### config.mk
export PLATFORM = sky130hd
export DESIGN_NAME = ebr_ram_arbiter_flat
export DESIGN_NICKNAME = d
export VERILOG_FILES = /design/src/rtl/ebr_ram_arbiter_if.sv /design/src/rtl/ebr_ram_arbiter.sv /design/src/flat_wrapper.sv
export SDC_FILE = /design/constraint.sdc
export NUM_CORES = 1
export LEC_CHECK = 0
export CAP_MARGIN = 10
export CORE_MARGIN = 2
export CORE_UTILIZATION = 30
export CTS_CLUSTER_DIAMETER = 80
export DETAILED_ROUTE_END_ITERATION = 12
export SKIP_CTS_REPAIR_TIMING = 1
export SYNTH_ARGS = -nofsm -noshare
export SYNTH_HDL_FRONTEND = slang
export SYNTH_SLANG_ARGS = --single-unit
### constraint.sdc
create_clock -name i_clock -period 2.3 [get_ports i_clock]
set_input_delay 0.69 -clock i_clock [delete_from_list [all_inputs] [get_ports i_clock]]
set_output_delay 0.69 -clock i_clock [all_outputs]
set_load 0.005 [all_outputs]
### src/rtl/ebr_ram_arbiter_if.sv
// Request, response and RAM pin bundle for ebr_ram_arbiter.
// Signal directions are named from the arbiter's point of view.
interface ebr_ram_arbiter_if #(
    parameter int WIDTH = 16,
    parameter int DEPTH = 1024
);
    localparam int ADDR_W = $clog2(DEPTH);

    logic              i_req0_valid;
    logic              i_req0_write;
    logic [ADDR_W-1:0] i_req0_addr;
    logic [WIDTH-1:0]  i_req0_data;
    logic              o_req0_ready;
    logic              i_req1_valid;
    logic              i_req1_write;
    logic [ADDR_W-1:0] i_req1_addr;
    logic [WIDTH-1:0]  i_req1_data;
    logic              o_req1_ready;
    logic [WIDTH-1:0]  o_rsp0_data;
    logic              o_rsp0_valid;
    logic [WIDTH-1:0]  o_rsp1_data;
    logic              o_rsp1_valid;
    logic [ADDR_W-1:0] o_ram_addr;
    logic [WIDTH-1:0]  o_ram_wdata;
    logic              o_ram_we;
    logic              o_ram_re;
    logic [WIDTH-1:0]  i_ram_rdata;

    modport slave (
        input  i_req0_valid, i_req0_write, i_req0_addr, i_req0_data,
        input  i_req1_valid, i_req1_write, i_req1_addr, i_req1_data,
        input  i_ram_rdata,
        output o_req0_ready, o_req1_ready,
        output o_rsp0_data, o_rsp0_valid, o_rsp1_data, o_rsp1_valid,
        output o_ram_addr, o_ram_wdata, o_ram_we, o_ram_re
    );

    modport master (
        output i_req0_valid, i_req0_write, i_req0_addr, i_req0_data,
        output i_req1_valid, i_req1_write, i_req1_addr, i_req1_data,
        output i_ram_rdata,
        input  o_req0_ready, o_req1_ready,
        input  o_rsp0_data, o_rsp0_valid, o_rsp1_data, o_rsp1_valid,
        input  o_ram_addr, o_ram_wdata, o_ram_we, o_ram_re
    );
endinterface

### src/rtl/ebr_ram_arbiter.sv
// Round-robin two-requester arbiter in front of a single-port EBR RAM,
// with zero-fill after reset or on i_clear.
module ebr_ram_arbiter #(
    parameter int WIDTH = 16,
    parameter int DEPTH = 1024
) (
    input  logic               i_clock,
    input  logic               i_reset_n,
    input  logic               i_clear,
    output logic               o_init_done,
    ebr_ram_arbiter_if.slave   bus
);
    localparam int ADDR_W = $clog2(DEPTH);

    localparam logic [0:0] ST_CLEAR = 1'b0;
    localparam logic [0:0] ST_RUN   = 1'b1;

    logic [0:0]        state_q, state_d;
    logic [ADDR_W-1:0] cnt_q, cnt_d;
    logic              ptr_q, ptr_d;
    logic [ADDR_W-1:0] addr_q, addr_d;
    logic [WIDTH-1:0]  wdata_q, wdata_d;
    logic              we_q, we_d;
    logic              re_q, re_d;
    logic              t1_vld_q, t1_vld_d;
    logic              t1_id_q, t1_id_d;
    logic              t2_vld_q, t2_id_q;
    logic              rsp0_vld_q, rsp1_vld_q;
    logic [WIDTH-1:0]  rsp0_data_q, rsp1_data_q;

    logic              run;
    logic              gnt0, gnt1;
    logic              acc_write;
    logic [ADDR_W-1:0] acc_addr;
    logic [WIDTH-1:0]  acc_data;

    // i_clear blocks the grant in the same cycle it is sampled
    assign run  = (state_q == ST_RUN) && !i_clear;
    assign gnt0 = run && bus.i_req0_valid && (!bus.i_req1_valid || !ptr_q);
    assign gnt1 = run && bus.i_req1_valid && (!bus.i_req0_valid || ptr_q);

    assign acc_write = gnt1 ? bus.i_req1_write : bus.i_req0_write;
    assign acc_addr  = gnt1 ? bus.i_req1_addr  : bus.i_req0_addr;
    assign acc_data  = gnt1 ? bus.i_req1_data  : bus.i_req0_data;

    always_comb begin
        state_d  = state_q;
        cnt_d    = cnt_q;
        ptr_d    = ptr_q;
        addr_d   = addr_q;
        wdata_d  = wdata_q;
        we_d     = 1'b0;
        re_d     = 1'b0;
        t1_vld_d = 1'b0;
        t1_id_d  = t1_id_q;
        case (state_q)
            ST_CLEAR: begin
                we_d    = 1'b1;
                addr_d  = cnt_q;
                wdata_d = '0;
                cnt_d   = cnt_q + 1'b1;
                if (cnt_q == ADDR_W'(DEPTH - 1))
                    state_d = ST_RUN;
            end
            ST_RUN: begin
                if (i_clear) begin
                    state_d = ST_CLEAR;
                    cnt_d   = '0;
                end else if (gnt0 || gnt1) begin
                    ptr_d    = gnt0;
                    addr_d   = acc_addr;
                    wdata_d  = acc_data;
                    we_d     = acc_write;
                    re_d     = !acc_write;
                    t1_vld_d = !acc_write;
                    t1_id_d  = gnt1;
                end
            end
            default: state_d = ST_CLEAR;
        endcase
    end

    always_ff @(posedge i_clock or negedge i_reset_n) begin
        if (!i_reset_n) begin
            state_q  <= ST_CLEAR;
            cnt_q    <= '0;
            ptr_q    <= 1'b0;
            addr_q   <= '0;
            wdata_q  <= '0;
            we_q     <= 1'b0;
            re_q     <= 1'b0;
            t1_vld_q <= 1'b0;
            t1_id_q  <= 1'b0;
            t2_vld_q <= 1'b0;
            t2_id_q  <= 1'b0;
        end else begin
            state_q  <= state_d;
            cnt_q    <= cnt_d;
            ptr_q    <= ptr_d;
            addr_q   <= addr_d;
            wdata_q  <= wdata_d;
            we_q     <= we_d;
            re_q     <= re_d;
            t1_vld_q <= t1_vld_d;
            t1_id_q  <= t1_id_d;
            t2_vld_q <= t1_vld_q;
            t2_id_q  <= t1_id_q;
        end
    end

    // Read data lands one cycle after the RAM command; steer it by tag
    always_ff @(posedge i_clock or negedge i_reset_n) begin
        if (!i_reset_n) begin
            rsp0_vld_q  <= 1'b0;
            rsp1_vld_q  <= 1'b0;
            rsp0_data_q <= '0;
            rsp1_data_q <= '0;
        end else begin
            rsp0_vld_q <= t2_vld_q && !t2_id_q;
            rsp1_vld_q <= t2_vld_q && t2_id_q;
            if (t2_vld_q && !t2_id_q)
                rsp0_data_q <= bus.i_ram_rdata;
            if (t2_vld_q && t2_id_q)
                rsp1_data_q <= bus.i_ram_rdata;
        end
    end

    assign o_init_done      = (state_q == ST_RUN);
    assign bus.o_req0_ready = gnt0;
    assign bus.o_req1_ready = gnt1;
    assign bus.o_rsp0_valid = rsp0_vld_q;
    assign bus.o_rsp1_valid = rsp1_vld_q;
    assign bus.o_rsp0_data  = rsp0_data_q;
    assign bus.o_rsp1_data  = rsp1_data_q;
    assign bus.o_ram_addr   = addr_q;
    assign bus.o_ram_wdata  = wdata_q;
    assign bus.o_ram_we     = we_q;
    assign bus.o_ram_re     = re_q;
endmodule

### src/flat_wrapper.sv
// flat-port wrapper written by rule: the top's interface ports become plain ports
module ebr_ram_arbiter_flat 
#(
    parameter int WIDTH = 16,
    parameter int DEPTH = 1024
)
  (i_clock, i_reset_n, i_clear, o_init_done, bus_i_req0_valid, bus_i_req0_write, bus_i_req0_addr, bus_i_req0_data, bus_i_req1_valid, bus_i_req1_write, bus_i_req1_addr, bus_i_req1_data, bus_i_ram_rdata, bus_o_req0_ready, bus_o_req1_ready, bus_o_rsp0_data, bus_o_rsp0_valid, bus_o_rsp1_data, bus_o_rsp1_valid, bus_o_ram_addr, bus_o_ram_wdata, bus_o_ram_we, bus_o_ram_re);
  ebr_ram_arbiter_if #(.WIDTH(WIDTH), .DEPTH(DEPTH)) bus_i ();
  input  logic i_clock;
  input  logic i_reset_n;
  input  logic i_clear;
  output logic o_init_done;
  input wire logic [$bits(bus_i.i_req0_valid)-1:0] bus_i_req0_valid;
  input wire logic [$bits(bus_i.i_req0_write)-1:0] bus_i_req0_write;
  input wire logic [$bits(bus_i.i_req0_addr)-1:0] bus_i_req0_addr;
  input wire logic [$bits(bus_i.i_req0_data)-1:0] bus_i_req0_data;
  input wire logic [$bits(bus_i.i_req1_valid)-1:0] bus_i_req1_valid;
  input wire logic [$bits(bus_i.i_req1_write)-1:0] bus_i_req1_write;
  input wire logic [$bits(bus_i.i_req1_addr)-1:0] bus_i_req1_addr;
  input wire logic [$bits(bus_i.i_req1_data)-1:0] bus_i_req1_data;
  input wire logic [$bits(bus_i.i_ram_rdata)-1:0] bus_i_ram_rdata;
  output wire logic [$bits(bus_i.o_req0_ready)-1:0] bus_o_req0_ready;
  output wire logic [$bits(bus_i.o_req1_ready)-1:0] bus_o_req1_ready;
  output wire logic [$bits(bus_i.o_rsp0_data)-1:0] bus_o_rsp0_data;
  output wire logic [$bits(bus_i.o_rsp0_valid)-1:0] bus_o_rsp0_valid;
  output wire logic [$bits(bus_i.o_rsp1_data)-1:0] bus_o_rsp1_data;
  output wire logic [$bits(bus_i.o_rsp1_valid)-1:0] bus_o_rsp1_valid;
  output wire logic [$bits(bus_i.o_ram_addr)-1:0] bus_o_ram_addr;
  output wire logic [$bits(bus_i.o_ram_wdata)-1:0] bus_o_ram_wdata;
  output wire logic [$bits(bus_i.o_ram_we)-1:0] bus_o_ram_we;
  output wire logic [$bits(bus_i.o_ram_re)-1:0] bus_o_ram_re;
  assign bus_i.i_req0_valid = bus_i_req0_valid;
  assign bus_i.i_req0_write = bus_i_req0_write;
  assign bus_i.i_req0_addr = bus_i_req0_addr;
  assign bus_i.i_req0_data = bus_i_req0_data;
  assign bus_i.i_req1_valid = bus_i_req1_valid;
  assign bus_i.i_req1_write = bus_i_req1_write;
  assign bus_i.i_req1_addr = bus_i_req1_addr;
  assign bus_i.i_req1_data = bus_i_req1_data;
  assign bus_i.i_ram_rdata = bus_i_ram_rdata;
  assign bus_o_req0_ready = bus_i.o_req0_ready;
  assign bus_o_req1_ready = bus_i.o_req1_ready;
  assign bus_o_rsp0_data = bus_i.o_rsp0_data;
  assign bus_o_rsp0_valid = bus_i.o_rsp0_valid;
  assign bus_o_rsp1_data = bus_i.o_rsp1_data;
  assign bus_o_rsp1_valid = bus_i.o_rsp1_valid;
  assign bus_o_ram_addr = bus_i.o_ram_addr;
  assign bus_o_ram_wdata = bus_i.o_ram_wdata;
  assign bus_o_ram_we = bus_i.o_ram_we;
  assign bus_o_ram_re = bus_i.o_ram_re;
  ebr_ram_arbiter #(.WIDTH(WIDTH), .DEPTH(DEPTH)) u_core (.i_clock(i_clock), .i_reset_n(i_reset_n), .i_clear(i_clear), .o_init_done(o_init_done), .bus(bus_i));
endmodule
---- Yosys cells after proc, flatten, opt, wreduce, memory -nomap -nowiden ----
Index checks and enable logic that the tools add are counted.
storage, ports and cells
  flip-flop bits (word level) ............. 77
  latch bits .............................. 0
  RAM bits ................................ 0
  memory bits (read-only) ................. 0
  input bits .............................. 75
  output and inout bits ................... 65
  logic and storage cells ................. 59
  memories ................................ 0
operators by class
  add/sub/neg operators ................... 1
  $mul .................................... 0
  divide/modulo/power cells ............... 0
  order comparisons ....................... 0
  eq/ne operators ......................... 4
  shift-type cells ........................ 0
  mux-type cells .......................... 20
  bitwise operators ....................... 2
  reduce and logical (&&, ||, !) cells .... 18
operator list
  kind                     number
  $mux W16                 3
  $mux W10                 4
  $pmux W10 S2             2
  $pmux W16 S2             1
  $add A10 B1 Y10 const B  1
  $eq A10 B10 Y1 const B   1
  $mux W1                  8
  $logic_and A1 B1 Y1      7
  $logic_not A1 Y1         6
  $ne A2 B2 Y1 const B     3
  $pmux W1 S2              2
  $logic_or A1 B1 Y1       3
  $reduce_and A3 Y1        1
  $not A1 Y1               2
  $reduce_and A2 Y1        1

---- Logic depth before layout (Yosys ltp) ----
Gate-level depths: netlist (run 1).
  word-level depth ........................ 9
  mapped depth ............................ 6
  gate-level depth less buffers ........... 4

---- Worst setup path after synthesis (run 1) ----
OpenSTA, ideal clock, no wires.
  path type ............................... input to output
  start ................................... in i_clear
  end ..................................... out bus_o_req1_ready
  arrival time ............................ 1408 ps
  data required time ...................... 1610 ps
  setup slack ............................. 202 ps
  stages on the path ...................... 5
  path buffers ............................ 3
  cells stage by stage .................... and3b_1 > clkbuf_1 > and2_4 > buf_6 > buf_6
on the way
  word-level cells in the longest chain between the ends .. 4
RTL lines
  what                               line                   source
  start: declaration                 flat_wrapper.sv:11     input logic i_clear;
  $logic_not A1 Y1                   ebr_ram_arbiter.sv:38  assign run = (state_q == ST_RUN) && !i_clear;
  $logic_and A1 B1 Y1                ebr_ram_arbiter.sv:38
  $logic_and A1 B1 Y1 (2 in series)  ebr_ram_arbiter.sv:40  assign gnt1 = run && bus.i_req1_valid && (!bus.i_req0_valid || ptr_q);
  end: declaration                   flat_wrapper.sv:23     output wire logic [$bits(bus_i.o_req1_ready)-1:0] bus_o_req1_ready;
Every way passes these cells.

---- Worst setup path in the final report (run 1) ----
  start ................................... in i_clear
  end ..................................... out bus_o_req0_ready
on the way
  word-level cells in the longest chain between the ends .. 4
RTL lines
  what                               line                   source
  $logic_not A1 Y1                   ebr_ram_arbiter.sv:38
  $logic_and A1 B1 Y1                ebr_ram_arbiter.sv:38
  $logic_and A1 B1 Y1 (2 in series)  ebr_ram_arbiter.sv:39  assign gnt0 = run && bus.i_req0_valid && (!bus.i_req1_valid || !ptr_q);
  end: declaration                   flat_wrapper.sv:22     output wire logic [$bits(bus_i.o_req0_ready)-1:0] bus_o_req0_ready;
Every way passes these cells.

==> results.json, run 1 <==
{
  "max_cap_violations": 0,
  "layout_common_cells": "clkdlybuf4s50_1 (133), dfrtp_1 (76), nand3_1 (30), inv_1 (29), o311ai_2 (19)",
  "setup_violations": 0,
  "globalplace.congestion": 0.8418,
  "endpoint_kind": "output pin",
  "drive_above_1_share": 0.1560,
  "cp.buffers_inverters": 2,
  "num_rows": 40,
  "final_period_minus_worst_setup_slack_ns": 2.084,
  "critical-path-top-delay-family": "simple AND/OR/NAND/NOR gates",
  "fp.dieH_um": 114.2,
  "postSynth.topFlopCell": "dfrtp_1",
  "worst_clock_skew_ns": 0.003963,
  "fin_max_slew_vios": 0,
  "globalRoute.totalOverflow": 0,
  "r2r_cells": 4,
  "core_area_mm2": 0.01191,
  "ys_seq_elements": 77,
  "final_design_area_no_fill_mm2": 0.005593,
  "count_of_cell_types_in_the_netlist": 43,
  "dpl.hpwl_mm": 6.857,
  "postSynthNetCount": 385,
  "highest_attainable_clock_frequency_mhz": 479.8,
  "finish.net_count": 527,
  "r2r_slack_ns": 0.63,
  "critical_path_peak_fanout": 3,
  "port_buffer_count": 139,
  "clock_buffer_depth": 2,
  "summed_instance_area_of_the_synthesized_netlist_mm2": 0.003642,
  "power.density_cell_area_mw_per_mm2": 561.8,
  "clock_tree.root_cell": "clkbuf_16",
  "place_ws_ns": -0.5242,
  "post-route-worst-setup-slack_ns": 0.2158,
  "pin_count_of_the_biggest_net_entering_global_routing": 52,
  "mostFrequentLayoutCell": "clkdlybuf4s50_1",
  "slowest_stage": "and2b_1",
  "final_ant_viol_nets": 0,
  "cts_tree": "done",
  "critical_path_arrival_ns": 1.39,
  "critical-path-top-cell-by-count": "dlymetal6s2s_1",
  "antenna_found_initial": 0,
  "grt_setup_unrepaired": "false",
  "worst_slew_pin_slew_ns": 1.120,
  "detail_route.wirelength_mm": 9.824,
  "first_global_vias": 3191,
  "timing.final.crit_share": 0.9062,
  "synth_async_sr_flop_share": 1.000,
  "post_synth.cell_area_avg_um2": 11.79,
  "diodes": 0,
  "drc_errors": 0,
  "worst-setup-path-type": "in2out",
  "worst_ir_drop_vdd_uv": 315.4,
  "fp.dieArea_mm2": 0.01304,
  "status": "finished, final reports clean",
  "finalHoldViolations": 0,
  "drt_pre_antenna_iters": 4,
  "synthToLayoutAreaGrowth_pct": 53.56,
  "cp_cell_sequence": "dlymetal6s2s_1 > and2b_1 > and2_1 > dlymetal6s2s_1",
  "dpl-instance-area_mm2": 0.005259,
  "avgViaCountPerCell": 5.068,
  "detail_route.wl_per_cell_um": 16.32,
  "synth.yosys.seq_area_share": 0.5290,
  "cts_sinks": 77,
  "total_leakage_power_nw": 2.429,
  "worst_hold_path_type": "in2async",
  "crit-reg2reg-launch": "u_core.o_init_done",
  "synthesis.instances": 309,
  "fp.dieW_um": 114.2,
  "start_util": 0.3058,
  "clkTransAtPathRegs_ns": 0.06,
  "cts_h_tree_lvls": 3,
  "grt_usage": 0.1554,
  "yosysWarningCount": 0,
  "synth_edf_count": 0,
  "pin_count": 140,
  "startpoint_type": "input pin",
  "clkLatencyLatePin_ns": 0.33,
  "vias": 3051,
  "critical_path.reg2reg.endpoint": "u_core.cnt_q[9]",
  "cts_buffers": 9,
  "global_route_wire_length_before_repair_mm": 15.90,
  "worst_slew_margin_rel": 0.2508,
  "critical_path_required_ns": 1.61,
  "timing.critical_path.slowest_cell_delay_ns": 0.22,
  "drt_iter0_drc": 133
}
==> through the flow <==
step	total power, mW	std cells	TNS [ns]	hold WS [ns]	util
3_3_place_gp	1.663	587	-5.491	0.3740	0.4415
6_report	3.142	602	0	0.3063	0.4695
5_1_grt	3.259	602	0	0.3302	0.4695
3_5_place_dp	1.666	587	-5.045	0.3765	0.4415
2_1_floorplan	1.446	309	0	0.3543	-
4_1_cts	3.192	602	-1.007	0.3140	0.4679
==> per-layer routing <==
layer	wire length (um)	vias to the layer above	GRT usage
met5	0	-	0
met4	208	0	0.07154
met3	584	14	0.03547
met2	4677	108	0.2524
met1	4355	1505	0.1976
li1	-	1424	-
==> worst register-to-register path, stage by stage (launching register included) <==
cell      delay, ns
dfrtp_2        0.44
buf_4          0.30
nand4b_1       0.35
nor4_1         0.29
mux2i_1        0.22
==> layout make-up <==
type / instances / area (um^2)
Timing Repair Buffer: 155 / 1563
Clock buffer: 10 / 239.0
Tap cell: 147 / 183.9
Fill cell: 1120 / 6319
Multi-Input combinational cell: 179 / 1495
Inverter: 29 / 108.9
Sequential cell: 77 / 1928
Clock inverter: 5 / 75.07
==> how the worst max path moves through the flow <==
stage | to | cells past startpoint | slack (ns) | start
2_1_floorplan | bus_o_req1_ready | 5 | 0.20 | i_clear
3_3_place_gp | bus_o_req0_ready | 4 | -0.53 | bus_i_req0_valid
3_5_place_dp | bus_o_req0_ready | 4 | -0.52 | bus_i_req0_valid
4_1_cts | bus_o_req0_ready | 4 | -0.53 | bus_i_req0_valid
5_1_grt | u_core.bus.o_ram_wdata[6] | 5 | 0.13 | bus_i_req1_valid
6_report | bus_o_req0_ready | 4 | 0.22 | i_clear
==> sequential cells by signal (all words and copies together), names as in the netlist, 10 cells and up <==
signal,count
u_core.bus.o_rsp1_data,16
u_core.bus.o_ram_addr,10
u_core.bus.o_rsp0_data,16
u_core.bus.o_ram_wdata,16
u_core.cnt_q,10
==> cell usage after synthesis (2+ instances only) <==
library cell / number / area (um^2)
a31oi_1: 9 / 56.30
nand3b_1: 3 / 22.52
o22ai_1: 4 / 25.02
o41ai_1: 2 / 17.52
nand2_1: 12 / 45.04
clkbuf_1: 12 / 45.04
mux2_1: 16 / 180.2
a21oi_1: 3 / 15.01
o311ai_2: 19 / 309.1
buf_2: 8 / 40.04
o211ai_1: 17 / 127.6
nor2b_1: 11 / 68.82
mux2_2: 16 / 180.2
buf_6: 3 / 33.78
nor2_1: 3 / 11.26
nand3_1: 30 / 150.1
xor2_1: 2 / 17.52
o21ai_0: 3 / 15.01
dfrtp_1: 77 / 1927
o311ai_1: 8 / 70.07
inv_1: 29 / 108.9
==> cells by family after synthesis <==
| family | count (synthesis) | synth area share |
|---|---|---|
| buffers and inverters | 53 | 0.06355 |
| flip-flops | 77 | 0.5290 |
| XOR/XNOR | 3 | 0.007215 |
| multiplexers | 33 | 0.1017 |
| AND/OR/NAND/NOR | 69 | 0.1017 |
| adder cells (fa/ha/maj) | 1 | 0.003435 |
| AO/OA/AOI/OAI | 73 | 0.1934 |
==> report_power, final <==
group          total [mW]  switching [mW]  internal [mW]
registers            1.38         0.00637           1.37
clock network        1.50           0.536          0.967
logic               0.263           0.100          0.163
total                3.14           0.643           2.50
Note: power is estimated with default switching activity, not from simulation.
==> run 2, diff against run 1 <==
CORE_UTILIZATION = 44   (was 30)
PLACE_DENSITY = 0.8   (was unset)
==> results.json, run 2 (same netlist as run 1, synthesis figures left out) <==
{
  "drive_above_1_share": 0.1520,
  "slowest_stage": "dlymetal6s2s_1",
  "fin_max_slew_vios": 0,
  "core_area_mm2": 0.008134,
  "critical_path.reg2reg.endpoint": "u_core.cnt_q[9]",
  "worst-setup-path-type": "in2out",
  "avgViaCountPerCell": 5.406,
  "detail_route.wirelength_mm": 9.101,
  "worst_clock_skew_ns": 0.01209,
  "dpl-instance-area_mm2": 0.005170,
  "drt_pre_antenna_iters": 4,
  "final_period_minus_worst_setup_slack_ns": 2.157,
  "status": "finished, final reports clean",
  "mostFrequentLayoutCell": "clkdlybuf4s50_1",
  "n_fill_cell": 599,
  "global_route_wire_length_before_repair_mm": 14.86,
  "antenna_found_initial": 0,
  "critical-path-top-delay-family": "buffers and inverters",
  "crit_path_start": "i_clear",
  "critical_path_required_ns": 1.61,
  "detail_route.wl_per_cell_um": 16.28,
  "register_area_mm2": 0.001927,
  "globalplace.congestion": 0.7818,
  "pin_count": 140,
  "timing.critical_path.slowest_cell_delay_ns": 0.23,
  "num_rows": 33,
  "critical_path_arrival_ns": 1.47,
  "finish.net_count": 525,
  "total_leakage_power_nw": 2.338,
  "start_util": 0.4478,
  "final_ant_viol_nets": 0,
  "globalRoute.totalOverflow": 0,
  "finalHoldViolations": 0,
  "finish.utilization": 0.6602,
  "fp.dieArea_mm2": 0.009021,
  "synthToLayoutAreaGrowth_pct": 47.44,
  "clkLatencyLatePin_ns": 0.34,
  "cts_sinks": 77,
  "worst_slew_pin_slew_ns": 1.037,
  "drc_errors": 0,
  "vias": 3022,
  "port_buffer_count": 139,
  "clock_tree.root_cell": "clkbuf_8",
  "crit-reg2reg-launch": "u_core.o_init_done",
  "cp.buffers_inverters": 2,
  "cts_buffers": 9,
  "fp.dieW_um": 94.98,
  "highest_attainable_clock_frequency_mhz": 463.6,
  "power.density_cell_area_mw_per_mm2": 474.8,
  "r2r_cells": 4,
  "pin_count_of_the_biggest_net_entering_global_routing": 46,
  "timing.final.crit_share": 0.9379,
  "grt_setup_unrepaired": "false",
  "endpoint_kind": "output pin",
  "diodes": 0,
  "fp.dieH_um": 94.98,
  "r2r_slack_ns": 0.61,
  "cts_tree": "done",
  "critical-path-top-cell-by-count": "dlymetal6s2s_1",
  "clkTransAtPathRegs_ns": 0.09,
  "cp_cell_sequence": "dlymetal6s2s_1 > and2b_1 > and2_1 > dlymetal6s2s_1",
  "startpoint_type": "input pin",
  "grt_usage": 0.2098,
  "worst_ir_drop_vdd_uv": 294.7,
  "clock_buffer_depth": 2,
  "max_cap_violations": 0,
  "layout_common_cells": "clkdlybuf4s50_1 (133), dfrtp_1 (77), nand3_1 (30), inv_1 (29), o311ai_2 (19)",
  "post-route-worst-setup-slack_ns": 0.1429,
  "place_ws_ns": -0.5533,
  "worst_hold_path_type": "in2async",
  "dpl.hpwl_mm": 6.636,
  "final_design_area_no_fill_mm2": 0.005370,
  "critical_path_peak_fanout": 6,
  "multi_input_gate_area_mm2": 0.001488,
  "setup_violations": 0,
  "drt_iter0_drc": 88,
  "cts_h_tree_lvls": 3,
  "worst_slew_margin_rel": 0.3059,
  "first_global_vias": 3161
}
## run 2: how the worst max path moves through the flow
stage                  endpoint  cells after the start  slack, ns
2_1_floorplan  bus_o_req1_ready                      5       0.20
3_3_place_gp   bus_o_req1_ready                      4      -0.54
3_5_place_dp   bus_o_req0_ready                      4      -0.55
4_1_cts        bus_o_req0_ready                      4      -0.56
5_1_grt        bus_o_req0_ready                      4       0.10
6_report       bus_o_req0_ready                      4       0.14
## run 2: area by class of cell
cell class / instances / area share
Sequential cell: 77 / 0.3588
Tap cell: 105 / 0.02446
Inverter: 29 / 0.02027
Multi-Input combinational cell: 179 / 0.2770
Timing Repair Buffer: 153 / 0.2859
Clock buffer: 9 / 0.02307
Clock inverter: 7 / 0.01048
## run 2: metrics by stage
| step | TNS (ns) | power, mW | hold WS [ns] | instances |
|---|---|---|---|---|
| floorplan | 0 | 1.446 | 0.3543 | 309 |
| CTS | -1.108 | 2.591 | 0.2884 | 559 |
| finish | 0 | 2.550 | 0.2940 | 559 |
| global route | 0 | 2.686 | 0.3012 | 559 |
| detailed placement | -3.930 | 1.658 | 0.3724 | 543 |
| global placement | -3.790 | 1.653 | 0.3597 | 543 |
## run 2: power breakdown
group	switching, mW	total [mW]	leakage, nW	internal (mW)
Sequential	0.00714	1.37	0.990	1.37
Combinational	0.0961	0.255	1.27	0.159
Clock	0.518	0.921	0.0789	0.402
## run 2: per-layer routing
metal / vias up / share of wire / routed length [um] / GRT usage
li1: 1414 / - / - / -
met1: 1465 / 0.44 / 3987 / 0.2770
met2: 134 / 0.47 / 4264 / 0.3381
met3: 9 / 0.083 / 757 / 0.05427
met4: 0 / 0.010 / 91 / 0.06763
met5: - / 0 / 0 / 0
